**src/rtl/seq_det_pkg.sv**
```systemverilog
// Shared constants, configuration record and length-mask helper for the
// programmable serial sequence detector.
package seq_det_pkg;

  localparam int DEF_MAX_LEN = 8;
  localparam int DEF_CNT_W   = 8;

  // Config record is sized for the largest supported pattern (32 bits)
  localparam int PAT_W     = 32;
  localparam int CFG_LEN_W = 6;

  typedef struct packed {
    logic [PAT_W-1:0]     pattern;
    logic [CFG_LEN_W-1:0] len;
    logic                 ovl;
  } cfg_t;

  function automatic logic [PAT_W-1:0] len_mask(input logic [CFG_LEN_W-1:0] len);
    if (len >= CFG_LEN_W'(PAT_W)) begin
      return '1;
    end
    return (PAT_W'(1) << len) - PAT_W'(1);
  endfunction

endpackage

```
**src/rtl/seq_det_param_sat_cnt.sv**
```systemverilog
// Generic saturating up-counter with synchronous clear (clear wins over
// increment) and asynchronous active-high reset.
module sat_cnt #(
  parameter int CNT_W = 8
) (
  input  logic             clk,
  input  logic             rst,
  input  logic             clr,
  input  logic             inc,
  output logic [CNT_W-1:0] cnt
);

  function automatic logic [CNT_W-1:0] sat_inc(input logic [CNT_W-1:0] v);
    if (v == '1) begin
      return v;
    end
    return v + CNT_W'(1);
  endfunction

  always_ff @(posedge clk or posedge rst) begin
    if (rst) begin
      cnt <= '0;
    end else if (clr) begin
      cnt <= '0;
    end else if (inc) begin
      cnt <= sat_inc(cnt);
    end
  end

endmodule

```
**src/rtl/seq_det_param.sv**
```systemverilog
// Run-time programmable serial pattern detector: shift history, length-masked
// compare, overlap/non-overlap restart, registered match pulse and count.
module seq_det_param
  import seq_det_pkg::*;
#(
  parameter int MAX_LEN = DEF_MAX_LEN,
  parameter int LEN_W   = $clog2(MAX_LEN + 1),
  parameter int CNT_W   = DEF_CNT_W
) (
  input  logic               Clk,
  input  logic               Rst,
  input  logic               B,
  input  logic               B_Vld,
  input  logic               Cfg_Load,
  input  logic [MAX_LEN-1:0] Pattern,
  input  logic [LEN_W-1:0]   Len,
  input  logic               Ovl,
  input  logic               Cnt_Clr,
  output logic               W,
  output logic [CNT_W-1:0]   Match_Cnt,
  output logic               Cfg_Err
);

  cfg_t               cfg_p0;
  logic               cfg_err_p0;
  logic [MAX_LEN-1:0] hist_p0;
  logic [LEN_W-1:0]   fill_p0;

  logic [MAX_LEN-1:0] hist_nx;
  logic [LEN_W-1:0]   fill_nx;
  logic [PAT_W-1:0]   mask;
  logic               active;
  logic               match;
  logic               len_bad;

  assign len_bad = (Len == '0) || (Len > LEN_W'(MAX_LEN));

  // Fill is the detector's state: 0 = empty, below len = filling, else armed.
  always_comb begin
    hist_nx = (hist_p0 << 1) | MAX_LEN'(B);
    fill_nx = (fill_p0 >= LEN_W'(MAX_LEN)) ? LEN_W'(MAX_LEN) : fill_p0 + LEN_W'(1);
    mask    = len_mask(cfg_p0.len);
    active  = !cfg_err_p0 && (cfg_p0.len != '0);
    match   = B_Vld && !Cfg_Load && active &&
              (CFG_LEN_W'(fill_nx) >= cfg_p0.len) &&
              ((PAT_W'(hist_nx) & mask) == cfg_p0.pattern);
  end

  // ---- stage p0: config, history, fill and match pulse registers ----
  always_ff @(posedge Clk or posedge Rst) begin
    if (Rst) begin
      cfg_p0     <= '{pattern: '0, len: '0, ovl: 1'b1};
      cfg_err_p0 <= 1'b0;
      hist_p0    <= '0;
      fill_p0    <= '0;
      W          <= 1'b0;
    end else begin
      W <= match;
      if (Cfg_Load) begin
        // Stored pattern is pre-masked so the compare needs no second mask
        cfg_p0.pattern <= PAT_W'(Pattern) & len_mask(CFG_LEN_W'(Len));
        cfg_p0.len     <= CFG_LEN_W'(Len);
        cfg_p0.ovl     <= Ovl;
        cfg_err_p0     <= len_bad;
        hist_p0        <= '0;
        fill_p0        <= '0;
      end else if (B_Vld) begin
        hist_p0 <= hist_nx;
        fill_p0 <= (match && !cfg_p0.ovl) ? '0 : fill_nx;
      end
    end
  end

  assign Cfg_Err = cfg_err_p0;

  sat_cnt #(
    .CNT_W (CNT_W)
  ) u_match_cnt (
    .clk (Clk),
    .rst (Rst),
    .clr (Cnt_Clr),
    .inc (match),
    .cnt (Match_Cnt)
  );

endmodule

```
**config.mk**
```make
export PLATFORM = sky130hd
export DESIGN_NAME = seq_det_param
export DESIGN_NICKNAME = d
export VERILOG_FILES = /design/src/rtl/seq_det_pkg.sv /design/src/rtl/seq_det_param_sat_cnt.sv /design/src/rtl/seq_det_param.sv
export SDC_FILE = /design/constraint.sdc
export NUM_CORES = 1
export LEC_CHECK = 0
export CORE_MARGIN = 3
export CORE_UTILIZATION = 30
export DETAILED_ROUTE_END_ITERATION = 10
export PLACE_DENSITY = 0.58
export SYNTH_ARGS = -nofsm -noshare
export SYNTH_HDL_FRONTEND = slang
export SYNTH_SLANG_ARGS = --single-unit
```
**constraint.sdc**
```tcl
create_clock -name Clk -period 3.79 [get_ports Clk]
set_clock_uncertainty 0.2 [all_clocks]
set_input_delay 0.9475 -clock Clk [delete_from_list [all_inputs] [get_ports Clk]]
set_output_delay 0.9475 -clock Clk [all_outputs]
set_load 0.02 [all_outputs]
```
==> results of run 1 <==
state kept, by name, summed over array words and instances, names as in the netlist:
signal,cells
hist_p0,7
Cfg_Err,1
W,1
u_match_cnt.cnt,8
cfg_p0,13
fill_p0,4
power groups by stage:
stage                     logic (mW)  clock network (mW)  registers [mW]
final                          0.161               0.287           0.399
after global routing           0.179               0.313           0.402
after CTS                      0.162               0.296           0.399
after detailed placement       0.162                   0           0.406
after global placement         0.160                   0           0.406
after floorplan                0.112                   0           0.402
final timing paths:
kind	startpoint	endpoint	slack (ps)	cells past startpoint
min in group asynchronous	Rst	u_match_cnt.cnt[0]$_DFFE_PP0P_	940	2
max in group asynchronous	Rst	u_match_cnt.cnt[7]$_DFFE_PP0P_	1820	3
min reg2reg	cfg_p0[11]$_DFFE_PP0P_	cfg_p0[11]$_DFFE_PP0P_	350	2
max reg2reg	cfg_p0[3]$_DFFE_PP0P_	fill_p0[3]$_DFFE_PP0P_	410	9
max	cfg_p0[3]$_DFFE_PP0P_	fill_p0[3]$_DFFE_PP0P_	410	9
min	cfg_p0[11]$_DFFE_PP0P_	cfg_p0[11]$_DFFE_PP0P_	350	2
stage by stage:
step / total power [mW] / utilization / worst slack [ps] / area [µm²] / hold slack, ps
after global routing: 0.894 / 0.394 / 292 / 2600 / 386
after detailed placement: 0.567 / 0.379 / 435 / 2500 / 346
final: 0.847 / 0.394 / 410 / 2600 / 347
after CTS: 0.856 / 0.394 / 412 / 2600 / 360
after floorplan: 0.514 / - / 565 / 2110 / 301
after global placement: 0.566 / 0.379 / 473 / 2500 / 326
layout by cell type (no fill, tap or decap), drive strengths merged, types with 2 or more instances in the layout:
cell	count
a2111oi	4
a21oi	9
a31o	3
a31oi	2
a32o	2
and2	3
and2b	3
and4	3
buf	7
clkbuf	6
clkdlybuf4s50	28
dfrtp	33
ha	9
inv	17
mux2	3
mux2i	8
nand2	12
nand2b	3
nand3	10
nand3b	3
nand4	2
nor2	20
nor2b	4
nor3	5
nor3b	3
o21a	2
o21ai	16
o22ai	2
o31ai	4
or3	5
or4	4
xnor2	8
routing by layer:
metal / routed length (µm) / track usage
met3: 174 / 0.0309
met5: 0 / 0
met2: 2150 / 0.182
met4: 61 / 0.0383
met1: 2350 / 0.160
layout make-up:
| type | count | share of cell area |
|---|---|---|
| inverter | 17 | 0.0246 |
| timing repair buffer | 35 | 0.128 |
| tap | 93 | 0.0448 |
| clock buffer | 6 | 0.0318 |
| sequential | 34 | 0.328 |
| clock inverter | 2 | 0.00481 |
| multi-input combinational | 161 | 0.438 |
logic make-up (layout without fill, tap and decap cells):
logic type / Yosys count / in the layout / synth area share
mux: 11 / 11 / 0.0538
xor+xnor: 8 / 8 / 0.0367
fa+ha+maj: 9 / 9 / 0.0533
compound gates: 51 / 51 / 0.170
buf+inv: 27 / 60 / 0.0586
flops: 34 / 34 / 0.403
simple gates: 82 / 82 / 0.224
worst max-delay path, stage by stage (launching register included):
cell	delay [ps]
sky130_fd_sc_hd__dfrtp_1	480
sky130_fd_sc_hd__or4_2	680
sky130_fd_sc_hd__ha_1	290
sky130_fd_sc_hd__and2b_1	180
sky130_fd_sc_hd__xnor2_1	150
sky130_fd_sc_hd__a2111oi_2	340
sky130_fd_sc_hd__nand4_1	130
sky130_fd_sc_hd__buf_4	190
sky130_fd_sc_hd__or3_1	380
sky130_fd_sc_hd__a31o_2	250
==> impl_metrics.xml, run 1 <==
<?xml version="1.0" encoding="UTF-8"?>
<metrics>
  <group name="status">
    <metric name="outcome" unit="">finished, final reports clean</metric>
  </group>
  <group name="timing">
    <metric name="timing_worst_slew_pin_value" unit="ps">878</metric>
    <metric name="finalSetupViolations" unit="">0</metric>
    <metric name="finalSetupTns" unit="ps">0</metric>
    <metric name="slew_violations" unit="">0</metric>
    <metric name="final_min_period_over_clock_period" unit="">0.892</metric>
    <metric name="maxSlewHeadroom" unit="">0.414</metric>
    <metric name="clock.fmax" unit="GHz">0.296</metric>
    <metric name="unrepaired_setup_endpoints_after_global_routing" unit="">false</metric>
    <metric name="finalHoldViolCount" unit="">0</metric>
    <metric name="final_period_minus_worst_setup_slack" unit="ps">3380</metric>
  </group>
  <group name="die">
    <metric name="die_width" unit="µm">90.0</metric>
    <metric name="initial_core_utilization" unit="">0.320</metric>
    <metric name="core_area" unit="µm²">6600</metric>
    <metric name="die-height" unit="µm">90.0</metric>
    <metric name="die-area" unit="µm²">8090</metric>
    <metric name="num_rows" unit="">29</metric>
    <metric name="ios" unit="">29</metric>
  </group>
  <group name="routing">
    <metric name="antenna_violating_nets_post_route" unit="">0</metric>
    <metric name="route.detailed.drc" unit="">0</metric>
    <metric name="detailroute.via_count" unit="">1695</metric>
    <metric name="routed_wl" unit="µm">4730</metric>
    <metric name="iter_0_drt_violations" unit="">153</metric>
    <metric name="post_drt_wl_per_cell" unit="µm">13.6</metric>
    <metric name="vias_per_std_cell" unit="">4.87</metric>
    <metric name="detailedRoute.firstPassIterationCount" unit="">4</metric>
  </group>
  <group name="final_layout">
    <metric name="nets" unit="">282</metric>
    <metric name="antenna_diodes" unit="">0</metric>
    <metric name="drive_above_1_share" unit="">0.137</metric>
    <metric name="flow.area_growth_from_synthesis" unit="%">22.9</metric>
    <metric name="layoutNonFillerInstCount" unit="">348</metric>
    <metric name="storage_element_area" unit="µm²">852</metric>
    <metric name="num-fill-cells" unit="">693</metric>
    <metric name="multi_input_comb_area" unit="µm²">1140</metric>
  </group>
  <group name="global_routing">
    <metric name="grt_pass1_vias" unit="">1599</metric>
    <metric name="grt_usage" unit="">0.118</metric>
    <metric name="grt_start_max_net_pins" unit="">37</metric>
    <metric name="grt_overflow" unit="">0</metric>
    <metric name="global_route_wire_length_before_repair" unit="µm">7830</metric>
    <metric name="grt_antenna_before_repair" unit="">0</metric>
  </group>
  <group name="synthesis">
    <metric name="synthesis.area_per_instance" unit="µm²">9.52</metric>
    <metric name="synth-seq-cells" unit="">34</metric>
    <metric name="post_synth_instance_area" unit="µm²">2110</metric>
    <metric name="top_cell_types_by_occurrence_after_synthesis" unit="">sky130_fd_sc_hd__dfrtp_1, sky130_fd_sc_hd__nor2_1, sky130_fd_sc_hd__inv_1</metric>
    <metric name="post_synth_main_area_contributors" unit="">sky130_fd_sc_hd__dfrtp_1, sky130_fd_sc_hd__ha_1, sky130_fd_sc_hd__mux2i_1</metric>
    <metric name="yosys_warnings" unit="">0</metric>
    <metric name="synth_most_common_cell" unit="">sky130_fd_sc_hd__dfrtp_1</metric>
    <metric name="asyncSetResetFlopFracSynth" unit="">1.00</metric>
    <metric name="synth_fp_nets" unit="">250</metric>
    <metric name="synth_area_leader_cell" unit="">sky130_fd_sc_hd__dfrtp_1</metric>
    <metric name="synth_cell_type_count" unit="">52</metric>
    <metric name="synth.yosys.seq_area_share" unit="">0.403</metric>
    <metric name="synth-edff-count" unit="">0</metric>
    <metric name="synthCells" unit="">222</metric>
    <metric name="synth_largest_type_area_fraction" unit="">0.391</metric>
    <metric name="ys.flop_type" unit="">sky130_fd_sc_hd__dfrtp_1</metric>
  </group>
  <group name="clocking">
    <metric name="clockRootBuffer" unit="">sky130_fd_sc_hd__clkbuf_8</metric>
    <metric name="post_cts_resize_count" unit="">0</metric>
    <metric name="postCtsSetupBuffers" unit="">0</metric>
    <metric name="ctsHoldBuffers" unit="">0</metric>
    <metric name="clock_tree.buffer_depth" unit="">2</metric>
    <metric name="worst_setup_hold_path_clk_slew" unit="ps">70</metric>
    <metric name="cts_made_buffers" unit="">5</metric>
    <metric name="htreeDepth" unit="">2</metric>
    <metric name="clock_latency" unit="ps">290</metric>
    <metric name="cts_tree" unit="">yes</metric>
    <metric name="clock_sink_count" unit="">34</metric>
  </group>
  <group name="placement">
    <metric name="io_buffers" unit="">28</metric>
    <metric name="place.detailed.instances" unit="">340</metric>
    <metric name="place_congestion" unit="">0.816</metric>
    <metric name="detailed_place_hpwl" unit="µm">3550</metric>
  </group>
  <group name="worst_setup_path">
    <metric name="critical_path_arrival" unit="ps">3360</metric>
    <metric name="critPathKind" unit="">register to register</metric>
    <metric name="critical_path_required" unit="ps">3770</metric>
    <metric name="endpoint_kind" unit="">register</metric>
    <metric name="timing.critical_path.from_type" unit="">register</metric>
    <metric name="cp_max_fo" unit="">13</metric>
  </group>
  <group name="run">
    <metric name="max_cap_violations" unit="">0</metric>
  </group>
  <group name="power_and_ir_drop">
    <metric name="switching_power" unit="mW">0.245</metric>
    <metric name="power_density_over_the_cells" unit="nW/µm²">326</metric>
    <metric name="p_leak" unit="nW">1.07</metric>
    <metric name="power_frac_comb" unit="">0.190</metric>
    <metric name="seq_power_share" unit="">0.471</metric>
    <metric name="switching_share" unit="">0.290</metric>
    <metric name="power.clock.fraction" unit="">0.339</metric>
    <metric name="power.ir.vdd_worst" unit="mV">0.105</metric>
    <metric name="internal" unit="mW">0.602</metric>
  </group>
  <group name="hold_path">
    <metric name="hold_class" unit="">register to register</metric>
  </group>
</metrics>
No activity file was read; power rests on OpenSTA's default activity.
==> run 2, diff against run 1 <==
--- a/config.mk
+++ b/config.mk
@@ -5,6 +5,7 @@
 export SDC_FILE = /design/constraint.sdc
 export NUM_CORES = 1
 export LEC_CHECK = 0
+export CORE_ASPECT_RATIO = 1.75
 export CORE_MARGIN = 3
 export CORE_UTILIZATION = 30
 export DETAILED_ROUTE_END_ITERATION = 10
==> impl_metrics.xml, run 2 (synthesized netlist as in run 1, its figures left out) <==
<?xml version="1.0" encoding="UTF-8"?>
<metrics>
  <group name="status">
    <metric name="outcome" unit="">finished, final reports clean</metric>
  </group>
  <group name="power_and_ir_drop">
    <metric name="switching_share" unit="">0.256</metric>
    <metric name="power.ir.vdd_worst" unit="mV">0.199</metric>
    <metric name="internal" unit="mW">0.715</metric>
    <metric name="power_density_over_the_cells" unit="nW/µm²">365</metric>
    <metric name="power_frac_comb" unit="">0.163</metric>
    <metric name="finalPower" unit="mW">0.961</metric>
    <metric name="p_leak" unit="nW">1.09</metric>
    <metric name="switching_power" unit="mW">0.246</metric>
    <metric name="seq_power_share" unit="">0.417</metric>
    <metric name="power.clock.fraction" unit="">0.420</metric>
  </group>
  <group name="run">
    <metric name="max_cap_violations" unit="">0</metric>
  </group>
  <group name="final_layout">
    <metric name="flow.area_growth_from_synthesis" unit="%">24.4</metric>
    <metric name="number_of_flip_flops_in_the_largest_register" unit="">13</metric>
    <metric name="mostFrequentLayoutCells" unit="">sky130_fd_sc_hd__dfrtp_1, sky130_fd_sc_hd__clkdlybuf4s50_1, sky130_fd_sc_hd__nor2_1, sky130_fd_sc_hd__inv_1, sky130_fd_sc_hd__o21ai_0</metric>
    <metric name="largestRegisters" unit="">cfg_p0 x13, u_match_cnt.cnt x8, hist_p0 x7</metric>
    <metric name="layout.core_utilization" unit="">0.393</metric>
    <metric name="num-fill-cells" unit="">678</metric>
    <metric name="nets" unit="">281</metric>
    <metric name="antenna_diodes" unit="">0</metric>
    <metric name="drive_above_1_share" unit="">0.130</metric>
    <metric name="registers.top_by_ff_count" unit="">cfg_p0</metric>
    <metric name="final_cell_area" unit="µm²">2630</metric>
    <metric name="most_common_cell_after_layout_fill_and_taps_aside" unit="">sky130_fd_sc_hd__dfrtp_1</metric>
  </group>
  <group name="die">
    <metric name="die_width" unit="µm">69.5</metric>
    <metric name="num_rows" unit="">39</metric>
    <metric name="die-area" unit="µm²">8130</metric>
    <metric name="initial_core_utilization" unit="">0.316</metric>
    <metric name="ios" unit="">29</metric>
    <metric name="core_area" unit="µm²">6690</metric>
    <metric name="die-height" unit="µm">117</metric>
  </group>
  <group name="routing">
    <metric name="antenna_violating_nets_post_route" unit="">0</metric>
    <metric name="detailedRoute.firstPassIterationCount" unit="">4</metric>
    <metric name="post_drt_wl_per_cell" unit="µm">14.5</metric>
    <metric name="vias_per_std_cell" unit="">5.09</metric>
    <metric name="route.detailed.drc" unit="">0</metric>
    <metric name="iter_0_drt_violations" unit="">76</metric>
    <metric name="detailroute.via_count" unit="">1709</metric>
    <metric name="routed_wl" unit="µm">4880</metric>
  </group>
  <group name="timing">
    <metric name="maxSlewHeadroom" unit="">0.546</metric>
    <metric name="finalSetupTns" unit="ps">0</metric>
    <metric name="timing_worst_slew_pin_value" unit="ps">679</metric>
    <metric name="final_min_period_over_clock_period" unit="">0.891</metric>
    <metric name="hold-worst-slack" unit="ps">344</metric>
    <metric name="finalSetupViolations" unit="">0</metric>
    <metric name="clock.fmax" unit="GHz">0.296</metric>
    <metric name="unrepaired_setup_endpoints_after_global_routing" unit="">false</metric>
    <metric name="slew_violations" unit="">0</metric>
    <metric name="finalHoldViolCount" unit="">0</metric>
    <metric name="final_period_minus_worst_setup_slack" unit="ps">3380</metric>
  </group>
  <group name="worst_setup_path">
    <metric name="endpoint_kind" unit="">register</metric>
    <metric name="timing.critical_path.from_type" unit="">register</metric>
    <metric name="critical_path_required" unit="ps">3750</metric>
    <metric name="critical_path.max_stage_delay" unit="ps">700</metric>
    <metric name="cell_with_the_largest_stage_delay_on_the_worst_path" unit="">sky130_fd_sc_hd__or4_2</metric>
    <metric name="timing.critical_path.buf_inv" unit="">1</metric>
    <metric name="worstPathCellList" unit="">or4_2 &gt; ha_1 &gt; and2b_1 &gt; xnor2_1 &gt; a2111oi_2 &gt; nand4_1 &gt; buf_4 &gt; or3_1 &gt; a31o_2</metric>
    <metric name="crit_family" unit="">simple AND/OR/NAND/NOR gates</metric>
    <metric name="critPathKind" unit="">register to register</metric>
    <metric name="critical_path_arrival" unit="ps">3340</metric>
    <metric name="cp_max_fo" unit="">11</metric>
  </group>
  <group name="placement">
    <metric name="place_congestion" unit="">0.866</metric>
    <metric name="postPlaceCellArea" unit="µm²">2470</metric>
    <metric name="io_buffers" unit="">28</metric>
    <metric name="detailed_place_hpwl" unit="µm">3720</metric>
  </group>
  <group name="clocking">
    <metric name="cts_tree" unit="">yes</metric>
    <metric name="cts_made_buffers" unit="">5</metric>
    <metric name="post_cts_resize_count" unit="">0</metric>
    <metric name="clockRootBuffer" unit="">sky130_fd_sc_hd__clkbuf_16</metric>
    <metric name="clock_tree.buffer_depth" unit="">2</metric>
    <metric name="clock_sink_count" unit="">34</metric>
    <metric name="htreeDepth" unit="">2</metric>
    <metric name="clock_latency" unit="ps">270</metric>
    <metric name="worst_setup_hold_path_clk_slew" unit="ps">50</metric>
  </group>
  <group name="global_routing">
    <metric name="grt_antenna_before_repair" unit="">0</metric>
    <metric name="grt_start_max_net_pins" unit="">37</metric>
    <metric name="grt_usage" unit="">0.125</metric>
    <metric name="grt_overflow" unit="">0</metric>
    <metric name="grt_pass1_vias" unit="">1649</metric>
    <metric name="global_route_wire_length_before_repair" unit="µm">7990</metric>
  </group>
  <group name="hold_path">
    <metric name="hold_class" unit="">register to register</metric>
  </group>
</metrics>
[run 2: cell count changes in the layout (fill, tap and decap cells not counted)]
cell,previous run,this run
sky130_fd_sc_hd__clkbuf_1,0,1
sky130_fd_sc_hd__clkbuf_8,6,1
sky130_fd_sc_hd__buf_4,7,6
sky130_fd_sc_hd__clkinvlp_4,1,0
sky130_fd_sc_hd__clkbuf_16,0,5
[run 2: tightest hold or removal path: stages, from the launching register on]
cell and delay (ps):
sky130_fd_sc_hd__dfrtp_1 320, sky130_fd_sc_hd__inv_1 60, sky130_fd_sc_hd__o21ai_0 130
[run 2: final timing paths]
path | startpoint | end | slack [ps] | depth (start not counted)
hold / removal | cfg_p0[11]$_DFFE_PP0P_ | cfg_p0[11]$_DFFE_PP0P_ | 340 | 2
setup reg to reg | cfg_p0[4]$_DFFE_PP0P_ | fill_p0[3]$_DFFE_PP0P_ | 410 | 9
min in group asynchronous | Rst | hist_p0[0]$_DFFE_PP0P_ | 890 | 3
setup / recovery | cfg_p0[4]$_DFFE_PP0P_ | fill_p0[3]$_DFFE_PP0P_ | 410 | 9
hold reg to reg | cfg_p0[11]$_DFFE_PP0P_ | cfg_p0[11]$_DFFE_PP0P_ | 340 | 2
max in group asynchronous | Rst | cfg_p0[0]$_DFFE_PP1P_ | 2160 | 3
[run 2: final cells by class]
type	count	area [µm²]	share of cell area
Inverter	17	63.8	0.0243
Sequential cell	34	852	0.324
Timing Repair Buffer	34	325	0.124
Multi-Input combinational cell	161	1140	0.433
Clock inverter	1	5.00	0.00190
Clock buffer	7	143	0.0542
Tap cell	82	103	0.0390
[run 2: metal layers]
layer | track usage | routed length (µm) | part of all wire | up-vias
met5 | 0 | 0 | 0 | -
met4 | 0.0652 | 180 | 0.037 | 0
met3 | 0.0239 | 175 | 0.036 | 11
met2 | 0.237 | 2570 | 0.53 | 32
met1 | 0.128 | 1950 | 0.40 | 800
li1 | - | - | - | 866
[run 2: repair_timing]
item,4_1_cts,5_1_grt
endpoints found under the setup margin,0,1
setup buffers,0,2
hold buffers,0,0
[run 2: power groups by stage]
stage	Clock [mW]	Sequential, mW	Combinational (mW)
2_1_floorplan	0	0.402	0.112
3_3_place_gp	0	0.407	0.156
3_5_place_dp	0	0.407	0.159
4_1_cts	0.415	0.401	0.159
5_1_grt	0.435	0.404	0.175
6_report	0.404	0.400	0.157
[run 2: stage by stage]
| stage | setup WS [ps] | std cells |
|---|---|---|
| final | 414 | 336 |
| after global routing | 248 | 336 |
| after CTS | 171 | 334 |
| after detailed placement | 176 | 326 |
| after global placement | 240 | 326 |
| after floorplan | 565 | 222 |
==> run 3, diff against run 2 <==
--- a/config.mk
+++ b/config.mk
@@ -9,7 +9,7 @@
 export CORE_MARGIN = 3
 export CORE_UTILIZATION = 30
 export DETAILED_ROUTE_END_ITERATION = 10
-export PLACE_DENSITY = 0.58
+export PLACE_DENSITY = 0.6
 export SYNTH_ARGS = -nofsm -noshare
 export SYNTH_HDL_FRONTEND = slang
 export SYNTH_SLANG_ARGS = --single-unit
==> impl_metrics.xml, run 3 (synthesized netlist as in run 1, its figures left out) <==
<?xml version="1.0" encoding="UTF-8"?>
<metrics>
  <group name="die">
    <metric name="initial_core_utilization" unit="">0.316</metric>
    <metric name="core_area" unit="µm²">6690</metric>
    <metric name="die_width" unit="µm">69.5</metric>
    <metric name="die-area" unit="µm²">8130</metric>
    <metric name="ios" unit="">29</metric>
    <metric name="die-height" unit="µm">117</metric>
    <metric name="num_rows" unit="">39</metric>
  </group>
  <group name="power_and_ir_drop">
    <metric name="power_density_over_the_cells" unit="nW/µm²">368</metric>
    <metric name="power.ir.vdd_worst" unit="mV">0.166</metric>
    <metric name="p_leak" unit="nW">1.08</metric>
    <metric name="finalPower" unit="mW">0.965</metric>
  </group>
  <group name="worst_setup_path">
    <metric name="reg2reg_from" unit="">cfg_p0[4]$_DFFE_PP0P_</metric>
    <metric name="critical_path_required" unit="ps">3750</metric>
    <metric name="rrSetupSlack" unit="ps">400</metric>
    <metric name="timing.critical_path.from_type" unit="">register</metric>
    <metric name="critPathKind" unit="">register to register</metric>
    <metric name="rr_endpoint" unit="">fill_p0[3]$_DFFE_PP0P_</metric>
    <metric name="r2r_cells" unit="">9</metric>
    <metric name="critical_path_arrival" unit="ps">3360</metric>
    <metric name="endpoint_kind" unit="">register</metric>
    <metric name="cp_max_fo" unit="">13</metric>
  </group>
  <group name="clocking">
    <metric name="post_cts_resize_count" unit="">0</metric>
    <metric name="clock_latency" unit="ps">270</metric>
    <metric name="htreeDepth" unit="">2</metric>
    <metric name="cts_made_buffers" unit="">5</metric>
    <metric name="clock_tree.buffer_depth" unit="">2</metric>
    <metric name="worst_setup_hold_path_clk_slew" unit="ps">50</metric>
    <metric name="clock_sink_count" unit="">34</metric>
    <metric name="clockRootBuffer" unit="">sky130_fd_sc_hd__clkbuf_16</metric>
    <metric name="cts_tree" unit="">yes</metric>
  </group>
  <group name="final_layout">
    <metric name="most_common_cell_after_layout_fill_and_taps_aside" unit="">sky130_fd_sc_hd__dfrtp_1</metric>
    <metric name="mostFrequentLayoutCells" unit="">sky130_fd_sc_hd__dfrtp_1, sky130_fd_sc_hd__clkdlybuf4s50_1, sky130_fd_sc_hd__nor2_1, sky130_fd_sc_hd__inv_1, sky130_fd_sc_hd__o21ai_0</metric>
    <metric name="registers.top_by_ff_count" unit="">cfg_p0</metric>
    <metric name="nets" unit="">280</metric>
    <metric name="number_of_flip_flops_in_the_largest_register" unit="">13</metric>
    <metric name="num-fill-cells" unit="">675</metric>
    <metric name="flow.area_growth_from_synthesis" unit="%">24.0</metric>
    <metric name="largestRegisters" unit="">cfg_p0 x13, u_match_cnt.cnt x8, hist_p0 x7</metric>
    <metric name="drive_above_1_share" unit="">0.126</metric>
    <metric name="layout.core_utilization" unit="">0.392</metric>
    <metric name="antenna_diodes" unit="">0</metric>
  </group>
  <group name="timing">
    <metric name="maxSlewHeadroom" unit="">0.591</metric>
    <metric name="final_min_period_over_clock_period" unit="">0.895</metric>
    <metric name="setup_ws" unit="ps">396</metric>
    <metric name="hold-worst-slack" unit="ps">345</metric>
    <metric name="final_period_minus_worst_setup_slack" unit="ps">3390</metric>
    <metric name="unrepaired_setup_endpoints_after_global_routing" unit="">false</metric>
    <metric name="finalSetupTns" unit="ps">0</metric>
    <metric name="timing_worst_slew_pin_value" unit="ps">612</metric>
    <metric name="finalSetupViolations" unit="">0</metric>
    <metric name="finalHoldViolCount" unit="">0</metric>
    <metric name="slew_violations" unit="">0</metric>
    <metric name="clock.fmax" unit="GHz">0.295</metric>
  </group>
  <group name="hold_path">
    <metric name="min_delay_path_depth" unit="">2</metric>
    <metric name="hold_path.startpoint" unit="">cfg_p0[11]$_DFFE_PP0P_</metric>
    <metric name="worst_hold_path.endpoint" unit="">cfg_p0[11]$_DFFE_PP0P_</metric>
    <metric name="hold_class" unit="">register to register</metric>
  </group>
  <group name="run">
    <metric name="max_cap_violations" unit="">0</metric>
  </group>
  <group name="routing">
    <metric name="route.detailed.drc" unit="">0</metric>
    <metric name="antenna_violating_nets_post_route" unit="">0</metric>
    <metric name="post_drt_wl_per_cell" unit="µm">14.3</metric>
    <metric name="iter_0_drt_violations" unit="">64</metric>
    <metric name="detailedRoute.firstPassIterationCount" unit="">6</metric>
    <metric name="detailroute.via_count" unit="">1742</metric>
    <metric name="routed_wl" unit="µm">4790</metric>
    <metric name="vias_per_std_cell" unit="">5.20</metric>
  </group>
  <group name="global_routing">
    <metric name="grt_pass1_vias" unit="">1627</metric>
    <metric name="grt_start_max_net_pins" unit="">37</metric>
    <metric name="grt_overflow" unit="">0</metric>
    <metric name="global_route_wire_length_before_repair" unit="µm">7820</metric>
    <metric name="grt_antenna_before_repair" unit="">0</metric>
    <metric name="grt_usage" unit="">0.121</metric>
  </group>
  <group name="status">
    <metric name="outcome" unit="">finished, final reports clean</metric>
  </group>
  <group name="placement">
    <metric name="place_ws" unit="ps">170</metric>
    <metric name="detailed_place_hpwl" unit="µm">3700</metric>
    <metric name="place_congestion" unit="">0.863</metric>
    <metric name="io_buffers" unit="">28</metric>
  </group>
</metrics>
run 3: stage by stage:
| stage | cells | instance area (µm²) |
|---|---|---|
| final | 335 | 2620 |
| after global routing | 335 | 2620 |
| after CTS | 334 | 2620 |
| after detailed placement | 326 | 2470 |
| after global placement | 326 | 2470 |
| after floorplan | 222 | 2110 |
run 3: final cells by class:
type / instances / area (µm²) / area share
well taps: 82 / 103 / 0.0391
repair buffers: 33 / 318 / 0.121
flip-flops and latches: 34 / 852 / 0.325
inverters: 17 / 63.8 / 0.0243
clock buffers: 7 / 143 / 0.0544
multi-input cells: 161 / 1140 / 0.434
clock inverters: 1 / 5.00 / 0.00191
run 3: worst max-delay path, cell delays in order, from the launching register on:
cell and delay, ps:
sky130_fd_sc_hd__dfrtp_1 480, sky130_fd_sc_hd__or4_2 700, sky130_fd_sc_hd__ha_1 290, sky130_fd_sc_hd__and2b_1 180, sky130_fd_sc_hd__xnor2_1 140, sky130_fd_sc_hd__a2111oi_2 340
sky130_fd_sc_hd__nand4_1 130, sky130_fd_sc_hd__buf_4 190, sky130_fd_sc_hd__or3_1 380, sky130_fd_sc_hd__a31o_2 260
run 3: repair_timing:
item / 4_1_cts / 5_1_grt
endpoints found under the setup margin: 0 / 5
setup buffers: 0 / 1
endpoints found under the hold margin: 0 / 0
hold buffers: 0 / 0
run 3: metal layers:
layer | vias to the layer above | global-route usage | wire length [µm]
li1 | 857 | - | -
met2 | 40 | 0.228 | 2620
met3 | 8 | 0.0265 | 195
met1 | 837 | 0.128 | 1860
met4 | 0 | 0.0535 | 110
met5 | - | 0 | 0
run 3: power by group:
| part | leakage, nW | switching, mW | internal (mW) | total (mW) |
|---|---|---|---|---|
| logic | 0.562 | 0.0835 | 0.0731 | 0.157 |
| clock network | 0.0739 | 0.147 | 0.260 | 0.407 |
| registers | 0.448 | 0.0192 | 0.382 | 0.401 |
run 3: how the worst max path moves through the flow:
stage                               start                              to  slack (ps)  cells past startpoint
global route        cfg_p0[4]$_DFFE_PP0P_  u_match_cnt.cnt[4]$_DFFE_PP0P_         250                      9
CTS                 cfg_p0[4]$_DFFE_PP0P_          fill_p0[3]$_DFFE_PP0P_         160                      8
detailed placement  cfg_p0[4]$_DFFE_PP0P_          fill_p0[3]$_DFFE_PP0P_         170                      8
floorplan           cfg_p0[4]$_DFFE_PP0P_  u_match_cnt.cnt[3]$_DFFE_PP0P_         570                     10
finish              cfg_p0[4]$_DFFE_PP0P_          fill_p0[3]$_DFFE_PP0P_         400                      9
global placement    cfg_p0[4]$_DFFE_PP0P_          fill_p0[3]$_DFFE_PP0P_         240                      8
